<file path="config.mk">
export PLATFORM = sky130hd
export DESIGN_NAME = serial_adder_ctrl
export DESIGN_NICKNAME = d
export VERILOG_FILES = /design/src/rtl/serial_adder_ctrl.sv
export SDC_FILE = /design/constraint.sdc
export NUM_CORES = 1
export LEC_CHECK = 0
export CAP_MARGIN = 20
export CELL_PAD_IN_SITES_DETAIL_PLACEMENT = 1
export CELL_PAD_IN_SITES_GLOBAL_PLACEMENT = 2
export CORE_MARGIN = 2
export CORE_UTILIZATION = 34
export DETAILED_ROUTE_END_ITERATION = 8
export GPL_ROUTABILITY_DRIVEN = 0
export PLACE_DENSITY_LB_ADDON = 0.1
export SETUP_SLACK_MARGIN = 0.15
export SYNTH_ARGS = -nofsm -noshare
export SYNTH_HDL_FRONTEND = slang
export SYNTH_SLANG_ARGS = --single-unit
</file>
<file path="constraint.sdc">
create_clock -name clk -period 2.6 [get_ports clk]
set_input_delay 0.52 -clock clk [delete_from_list [all_inputs] [get_ports clk]]
set_output_delay 0.52 -clock clk [all_outputs]
set_load 0.01 [all_outputs]
</file>
<file path="src/rtl/serial_adder_ctrl.sv">
// serial_adder_ctrl: bit-serial adder sequencing one full-adder cell and a carry flop, LSB first
module full_adder_structural (
   input  logic a,
   input  logic b,
   input  logic cin,
   output logic sum,
   output logic cout
);
   logic ab_x, ab_a, c_a;
   xor g_x0 (ab_x, a, b);
   xor g_x1 (sum, ab_x, cin);
   and g_a0 (ab_a, a, b);
   and g_a1 (c_a, ab_x, cin);
   or  g_o0 (cout, ab_a, c_a);
endmodule

module serial_adder_ctrl #(
   parameter int WIDTH = 8
) (
   input  logic             clk,
   input  logic             rst,
   input  logic             start,
   input  logic [WIDTH-1:0] a,
   input  logic [WIDTH-1:0] b,
   input  logic             cin,
   output logic             busy,
   output logic             done,
   output logic [WIDTH-1:0] sum,
   output logic             cout
);
   localparam int CW = $clog2(WIDTH + 1);
   localparam logic [CW-1:0] LAST = CW'(WIDTH - 1);
   typedef enum logic [1:0] {IDLE, RUN, DONE} state_t;
   state_t state, state_nx;
   logic [WIDTH-1:0] sh_a, sh_b, sh_s, s_nx;
   logic carry, fa_sum, fa_cout, accept, last;
   logic [CW-1:0] cnt;
   full_adder_structural u_fa (
      .a(sh_a[0]),
      .b(sh_b[0]),
      .cin(carry),
      .sum(fa_sum),
      .cout(fa_cout)
   );
   assign s_nx = (sh_s >> 1) | (WIDTH'(fa_sum) << (WIDTH - 1));
   assign busy = (state == RUN);
   assign done = (state == DONE);
   // next state: operands are accepted only outside RUN, so start while busy is ignored
   always_comb begin
      accept   = (state != RUN) && start;
      last     = (state == RUN) && (cnt == LAST);
      state_nx = (state == RUN) ? (last ? DONE : RUN) : (start ? RUN : IDLE);
   end
   // state register
   always_ff @(posedge clk) begin
      if (rst) state <= IDLE;
      else     state <= state_nx;
   end
   // datapath: capture on accept, shift one bit per RUN cycle, publish result on the last bit
   always_ff @(posedge clk) begin
      if (rst) begin
         sh_a  <= '0;
         sh_b  <= '0;
         sh_s  <= '0;
         carry <= 1'b0;
         cnt   <= '0;
         sum   <= '0;
         cout  <= 1'b0;
      end else if (accept) begin
         sh_a  <= a;
         sh_b  <= b;
         carry <= cin;
         cnt   <= '0;
      end else if (state == RUN) begin
         sh_a  <= sh_a >> 1;
         sh_b  <= sh_b >> 1;
         sh_s  <= s_nx;
         carry <= fa_cout;
         cnt   <= cnt + 1'b1;
         if (last) begin
            sum  <= s_nx;
            cout <= fa_cout;
         end
      end
   end
endmodule

</file>
==> results of run 1 <==
-- power by group --
group / internal, uW / switching [uW] / leakage (uW)
sequential: 624 / 16.3 / 0.000319
combinational: 67.3 / 66.4 / 0.000388
clock: 311 / 213 / 0.0000612
-- synth_stat cells (all sizes together) (2+ instances only) --
master  count  area (um2)
dfxtp      39         781
mux2i      17         170
a211oi     16         125
nand2      15        56.3
nor2       15        56.3
buf        11        81.3
a21oi      10        50.1
a22o        9        78.8
inv         2        10.0
nand2b      2        12.5
nand3       2        10.0
nand3b      2        15.0
nor3        2        10.0
or3         2        12.5
-- stage by stage --
| stage | worst slack (ns) | power, uW | util, % |
|---|---|---|---|
| after floorplan | 1.25 | 741 | - |
| after global placement | 0.842 | 785 | 42.8 |
| after detailed placement | 0.776 | 790 | 42.8 |
| after CTS | 0.513 | 1320 | 45.5 |
| after global routing | 0.434 | 1360 | 45.5 |
| final | 0.538 | 1300 | 45.5 |
-- per-layer routing --
layer  share of wire, %  vias to the layer above
met3                4.6                        7
met2                 47                       23
met4                1.5                        0
met5                  0                        -
met1                 47                      569
li1                   -                      605
-- critical path: stages, from the launching register on --
cell             delay, ns
dfxtp_1               0.31
nand2b_1              0.18
inv_4                 0.19
clkdlybuf4s50_1       0.57
-- layout make-up --
cell class	instances	area [um2]	area share, %
sequential	39	781	38.9
inverter	2	10.0	0.499
clock buffer	6	82.6	4.11
tap	52	65.1	3.24
clock inverter	2	35.0	1.75
timing repair buffer	33	323	16.1
multi-input combinational	101	711	35.4
-- worst min path at each step --
stage	to	start
2_1_floorplan	sh_s[1]$_SDFFE_PP0P_	sh_s[1]$_SDFFE_PP0P_
3_3_place_gp	sh_s[1]$_SDFFE_PP0P_	sh_s[1]$_SDFFE_PP0P_
3_5_place_dp	sum[4]$_SDFFE_PP0P_	sum[4]$_SDFFE_PP0P_
4_1_cts	sh_s[1]$_SDFFE_PP0P_	sh_s[1]$_SDFFE_PP0P_
5_1_grt	sh_s[1]$_SDFFE_PP0P_	sh_s[1]$_SDFFE_PP0P_
6_report	sh_s[1]$_SDFFE_PP0P_	sh_s[1]$_SDFFE_PP0P_
-- cell families (layout without fill, tap and decap cells) --
kind of cell / Yosys count / in the layout / share of synthesized area, %
AO/OA/AOI/OAI: 38 / 38 / 18.6
adder cells (fa/ha/maj): 2 / 2 / 2.05
buffers and inverters: 14 / 43 / 5.99
flip-flops: 39 / 39 / 49.2
multiplexers: 18 / 18 / 11.7
AND/OR/NAND/NOR: 43 / 43 / 12.5
-- registers in the layout, summed over array words and instances, names as in the netlist --
signal  count
sh_s        7
sh_a        8
cout        1
carry       1
sum         8
sh_b        8
state       2
cnt         4
==> results.yml, run 1 <==
global_route:
  grt_max_degree: 42
  grtUsageMet1_pct: 17.2
  grt_use_total_pct: 14.1
  grt_pass1_wl_mm: 5.75
  antenna_found_initial: 0
  grt_pass1_vias: 1236
  met3_usage_pct: 4.17
  grt.met2_usage_pct: 23.5
  overflow: 0
  top_usage_layer: "met2"
min_path:
  hp-class: "reg -> reg"
  whs_path_depth: 2
critical_path:
  crit_start: "state[1]$_SDFF_PP0_"
  required_ns: 2.08
  path_max_fanout: 18
  critPathCaptureType: "output pin"
  worst_setup_path_start_kind: "flip-flop"
  r2r-end: "cnt[2]$_SDFFE_PP0N_"
  r2r_setup_slack_ns: 1.09
  crit_path_end: "busy"
  r2r_start: "state[1]$_SDFF_PP0_"
  reg2reg_depth: 4
  worstSetupPathType: "reg -> out"
  critPathArrivalTime_ns: 1.54
die:
  num_io_pins: 31
  rows: 24
  initial_core_util_pct: 35.9
  core-area_mm2: 0.00441
  die_x_um: 72.3
  die_h_um: 72.3
  die_area_mm2: 0.00523
sta:
  holdWs_ns: 0.474
  finalCritPeriodShare_pct: 79.3
  slew_headroom_pct: 72.5
  slew_viol_final: 0
  max_freq_mhz: 485
  rsz0062_at_grt: "no"
  fin_setup_tns_ns: 0
  finalSetupViolations: 0
  hold_violations: 0
  min_period_ns: 2.06
  skew_ns: 0.00590
  tightest_slew_ns: 0.413
placement:
  place_inst: 227
  placed_cell_area_mm2: 0.00189
  port_buffers: 30
  hpwl_mm: 2.21
clocking:
  cts_num_sinks: 39
  cts.path.max_buffers: 2
  cts_tree: "done"
  cts_buffers: 5
  cts_max_level: 2
  clk_pin_slew_worst_paths_ns: 0.08
  clk_latency_ns: 0.29
  post_cts_buffers: 0
  hold_buffers: 0
  root_buffer: "clkbuf_8"
  ctsResizeCount: 0
power_and_ir_drop:
  leakage_uw: 0.000768
  p_per_area_mw_per_mm2: 646
  ir_worst_vdd_v: 0.000238
routing:
  drt_iter0_drc: 48
  routed_wl_mm: 3.33
  dr.pass1.iters: 4
  detail_route.wl_per_cell_um: 14.2
  drc: 0
  ant_nets: 0
  avgViaCountPerCell: 5.12
  via_count: 1204
synthesis:
  netlist_instances: 154
  ys_async_sr_fraction_pct: 0
  ys_ff_latch: 39
  ys_warn_count: 0
  synth_nets: 176
  syn_area_per_cell_um2: 10.3
  synth.distinct_cells: 29
  ys_seq_area_share_pct: 49.2
  synth_area_mm2: 0.00159
  yosys_most_used_dff: "dfxtp_1"
  synth_edf_count: 0
final_layout:
  area_delta_synth_final_pct: 26.5
  stdcell_area_mm2: 0.00201
  fillers: 500
  drive_gt1_share_pct: 8.74
  n_antenna_cell: 0
  finalNetCount: 204
  layoutNonFillerInstCount: 235
  final_common_cell: "dfxtp_1"
  final_cell_mix: "39 x dfxtp_1, 30 x clkdlybuf4s50_1, 17 x mux2i_1"
status:
  status: "complete, no violations"
run:
  drv_cap: 0
No activity file was read; power rests on OpenSTA's default activity.
==> run 2, diff against run 1 <==
- CORE_UTILIZATION: 34 -> 31
- clock period: 2.6 -> 1.9 ns (I/O delays scaled with it)
==> results.yml, run 2 (synthesis results as in run 1) <==
critical_path:
  worst_setup_path_start_kind: "flip-flop"
  path_cells: "clkdlybuf4s50_1"
  critical_path.max_stage_delay_ns: 0.54
  cp_num_buf_inv: 1
  critPathArrivalTime_ns: 1.18
  reg2reg_depth: 4
  r2r-end: "cnt[2]$_SDFFE_PP0N_"
  path_max_fanout: 2
  r2r_start: "state[1]$_SDFF_PP0_"
  slowest_stage: "clkdlybuf4s50_1"
  worstSetupPathType: "reg -> out"
  path_delay_family: "buffers and inverters"
  crit_cells: 1
  required_ns: 1.52
  critPathCaptureType: "output pin"
  r2r_setup_slack_ns: 0.40
run:
  drv_cap: 0
global_route:
  overflow: 0
  grt_max_degree: 42
  grt_use_total_pct: 13.4
  antenna_found_initial: 0
  grt_pass1_vias: 1186
  grt_pass1_wl_mm: 5.68
sta:
  hold_violations: 0
  finalSetupViolations: 0
  fin_setup_tns_ns: 0
  min_period_ns: 1.56
  tightest_slew_ns: 0.407
  slew_headroom_pct: 72.9
  layout_setup_ws_ns: 0.336
  slew_viol_final: 0
  max_freq_mhz: 640
  skew_ns: 0.00347
  rsz0062_at_grt: "no"
  finalCritPeriodShare_pct: 82.3
routing:
  detail_route.wl_per_cell_um: 13.5
  routed_wl_mm: 3.43
  ant_nets: 0
  via_count: 1223
  dr.pass1.iters: 4
  drc: 0
  drt_iter0_drc: 33
  avgViaCountPerCell: 4.80
clocking:
  cts.path.max_buffers: 2
  ctsResizeCount: 1
  post_cts_buffers: 0
  root_buffer: "clkbuf_8"
  clk_latency_ns: 0.29
  cts_max_level: 2
  cts_buffers: 5
  hold_buffers: 0
  clk_pin_slew_worst_paths_ns: 0.08
  cts_num_sinks: 39
  cts_tree: "done"
die:
  core-area_mm2: 0.00501
  die_x_um: 75.5
  die_area_mm2: 0.00571
  die_h_um: 75.5
  rows: 26
  initial_core_util_pct: 31.7
  num_io_pins: 31
power_and_ir_drop:
  ir_worst_vdd_v: 0.000481
  leakage_uw: 0.000804
  p_per_area_mw_per_mm2: 867
min_path:
  min_to: "sh_s[1]$_SDFFE_PP0P_"
  whs_path_depth: 2
  hold_path.startpoint: "sh_s[1]$_SDFFE_PP0P_"
  hp-class: "reg -> reg"
status:
  status: "complete, no violations"
final_layout:
  final_cell_mix: "39 x dfxtp_1, 28 x clkdlybuf4s50_1, 17 x mux2i_1"
  area_delta_synth_final_pct: 29.7
  n_antenna_cell: 0
  final_common_cell: "dfxtp_1"
  finalNetCount: 206
  largestRegisters: "sh_a (8), sh_b (8), sum (8)"
  drive_gt1_share_pct: 9.73
placement:
  hpwl_mm: 2.35
  dp_slack_ns: 0.235
  port_buffers: 30
run 2: changes by cell type in the layout (fill, tap and decap cells not counted):
cell             previous run  this run
clkdlybuf4s50_1            30        28
buf_4                       3         4
buf_12                      0         1
dlymetal6s2s_1              0         1
dlygate4sd2_1               0         1
run 2: how the worst max path moves through the flow:
stage                                   start                   end  slack [ns]
after global placement                  start  sh_a[3]$_SDFFE_PP0P_        0.28
after detailed placement                start  sh_b[1]$_SDFFE_PP0P_        0.24
after floorplan           state[1]$_SDFF_PP0_                  busy        0.69
after CTS                 state[1]$_SDFF_PP0_                  done        0.18
final                     sum[7]$_SDFFE_PP0P_                sum[7]        0.34
after global routing      sum[6]$_SDFFE_PP0P_                sum[6]        0.27
run 2: report_power, final:
part / switching, uW / internal (uW)
clock: 295 / 425
sequential: 21.9 / 854
combinational: 91.6 / 97.0
run 2: per-layer routing:
metal	vias to the layer above	part of all wire (%)	track usage, %
li1	611	-	-
met1	580	45	16.5
met2	24	47	21.3
met3	8	5.9	4.50
met4	0	1.7	5.85
met5	-	0	0
run 2: metrics by stage:
step | hold WS, ns | power [uW] | area [um2] | instances | util (%)
2_1_floorplan | 0.437 | 1010 | 1590 | 154 | -
3_3_place_gp | 0.446 | 1080 | 1940 | 247 | 38.7
3_5_place_dp | 0.459 | 1090 | 1940 | 247 | 38.7
4_1_cts | 0.474 | 1820 | 2060 | 255 | 41.0
5_1_grt | 0.496 | 1880 | 2060 | 255 | 41.1
6_report | 0.467 | 1780 | 2060 | 255 | 41.1
run 2: layout make-up:
cell class / count / area (um2)
Clock buffer: 6 / 82.6
Multi-Input combinational cell: 101 / 711
Inverter: 2 / 10.0
Fill cell: 584 / 2950
Sequential cell: 39 / 781
Timing Repair Buffer: 35 / 352
Clock inverter: 2 / 35.0
Tap cell: 70 / 87.6
==> run 3, diff against run 2 <==
- clock period: 1.9 -> 1.6 ns (I/O delays scaled with it)
==> results.yml, run 3 (synthesis results as in run 1) <==
sta:
  min_period_ns: 1.39
  hold_violations: 0
  holdWs_ns: 0.471
  skew_ns: 0.00396
  tightest_slew_ns: 0.394
  max_freq_mhz: 721
  slew_headroom_pct: 73.7
  slew_viol_final: 0
  rsz0062_at_grt: "no"
  finalSetupViolations: 0
  finalCritPeriodShare_pct: 86.7
  fin_setup_tns_ns: 0
die:
  initial_core_util_pct: 31.7
  num_io_pins: 31
  die_x_um: 75.5
  rows: 26
  core-area_mm2: 0.00501
  die_area_mm2: 0.00571
  die_h_um: 75.5
critical_path:
  required_ns: 1.28
  path_cells: "nand2b_4 -> inv_4 -> dlygate4sd2_1"
  critPathCaptureType: "output pin"
  crit_start: "state[1]$_SDFF_PP0_"
  worst_setup_path_start_kind: "flip-flop"
  critPathArrivalTime_ns: 1.07
  worstSetupPathType: "reg -> out"
  critical_path.max_stage_delay_ns: 0.34
  path_max_fanout: 2
  r2r_start: "state[1]$_SDFF_PP0_"
  slowest_stage: "dfxtp_1"
global_route:
  antenna_found_initial: 0
  grt_max_degree: 24
  grt_use_total_pct: 14.2
  grt_pass1_wl_mm: 5.98
  grt_pass1_vias: 1244
  overflow: 0
final_layout:
  largestRegisters: "sh_a (8), sh_b (8), sum (8)"
  finalNetCount: 209
  final_cell_mix: "38 x dfxtp_1, 19 x clkdlybuf4s50_1, 17 x mux2i_1"
  stdcell_area_mm2: 0.00210
  final_common_cell: "dfxtp_1"
  fillers: 586
  drive_gt1_share_pct: 12.2
  seqCellArea_um2: 782
  area_delta_synth_final_pct: 32.3
  utilization_pct: 41.9
  n_antenna_cell: 0
  multi_input_area_um2: 718
routing:
  routed_wl_mm: 3.60
  drt_iter0_drc: 37
  via_count: 1252
  ant_nets: 0
  dr.pass1.iters: 4
  detail_route.wl_per_cell_um: 13.9
  drc: 0
  avgViaCountPerCell: 4.85
placement:
  hpwl_mm: 2.52
  port_buffers: 30
  placed_cell_area_mm2: 0.00196
clocking:
  root_buffer: "clkbuf_8"
  cts_tree: "done"
  cts_max_level: 2
  clk_latency_ns: 0.29
  cts_num_sinks: 39
  cts_buffers: 5
  cts.path.max_buffers: 2
  clk_pin_slew_worst_paths_ns: 0.08
status:
  status: "complete, no violations"
min_path:
  hold_path.startpoint: "sum[3]$_SDFFE_PP0P_"
  hp-class: "reg -> reg"
power_and_ir_drop:
  leakage_uw: 0.000850
  ir_worst_vdd_v: 0.000592
  fin_total_pwr_uw: 2260
  p_per_area_mw_per_mm2: 1080
run:
  drv_cap: 0
-- run 3: per-layer routing --
metal  track usage [%]  share of wire (%)  routed length, um  up-vias
met2              23.5                 49               1770       24
met1              17.2                 45               1640      608
met3              4.37                3.9                140        5
met5                 0                  0                  0        -
met4              5.65                1.4                 51        0
li1                  -                  -                  -      615
-- run 3: final cells by class --
cell class | instances | area share, %
flip-flops and latches | 39 | 37.3
multi-input cells | 101 | 34.2
repair buffers | 38 | 17.4
well taps | 70 | 4.17
clock buffers | 5 | 3.28
clock inverters | 3 | 3.22
inverters | 2 | 0.477
-- run 3: critical path: cells and delay by family (launching register included) --
kind | cells | cell delay (ns)
AND/OR/NAND/NOR | 1 | 0.14
buffers and inverters | 2 | 0.30
flip-flops | 1 | 0.34
-- run 3: report_power, final --
group          switching [uW]  total [uW]  internal (uW)  leakage (uW)
Combinational             112         234            122      0.000467
Sequential               28.1        1040           1010      0.000319
Clock                     365         987            622     0.0000644
-- run 3: per-stage QoR --
step	setup slack (ns)	instances
floorplan	0.428	154
global placement	0.0733	250
detailed placement	0.0541	250
CTS	0.183	258
global route	0.160	258
finish	0.213	258
-- run 3: final timing paths --
check	end	slack [ns]	cells past startpoint
hold / removal	sum[3]$_SDFFE_PP0P_	0.47	1
hold reg to reg	sum[3]$_SDFFE_PP0P_	0.47	1
setup / recovery	busy	0.21	3
setup reg to reg	cnt[2]$_SDFFE_PP0N_	0.25	4
-- run 3: repair_timing --
action                                  4_1_cts  5_1_grt
setup buffers                                 0        0
endpoints found under the setup margin       13        8
pin swaps                                     0        1
resized for setup                            13        2
hold buffers                                  0        0
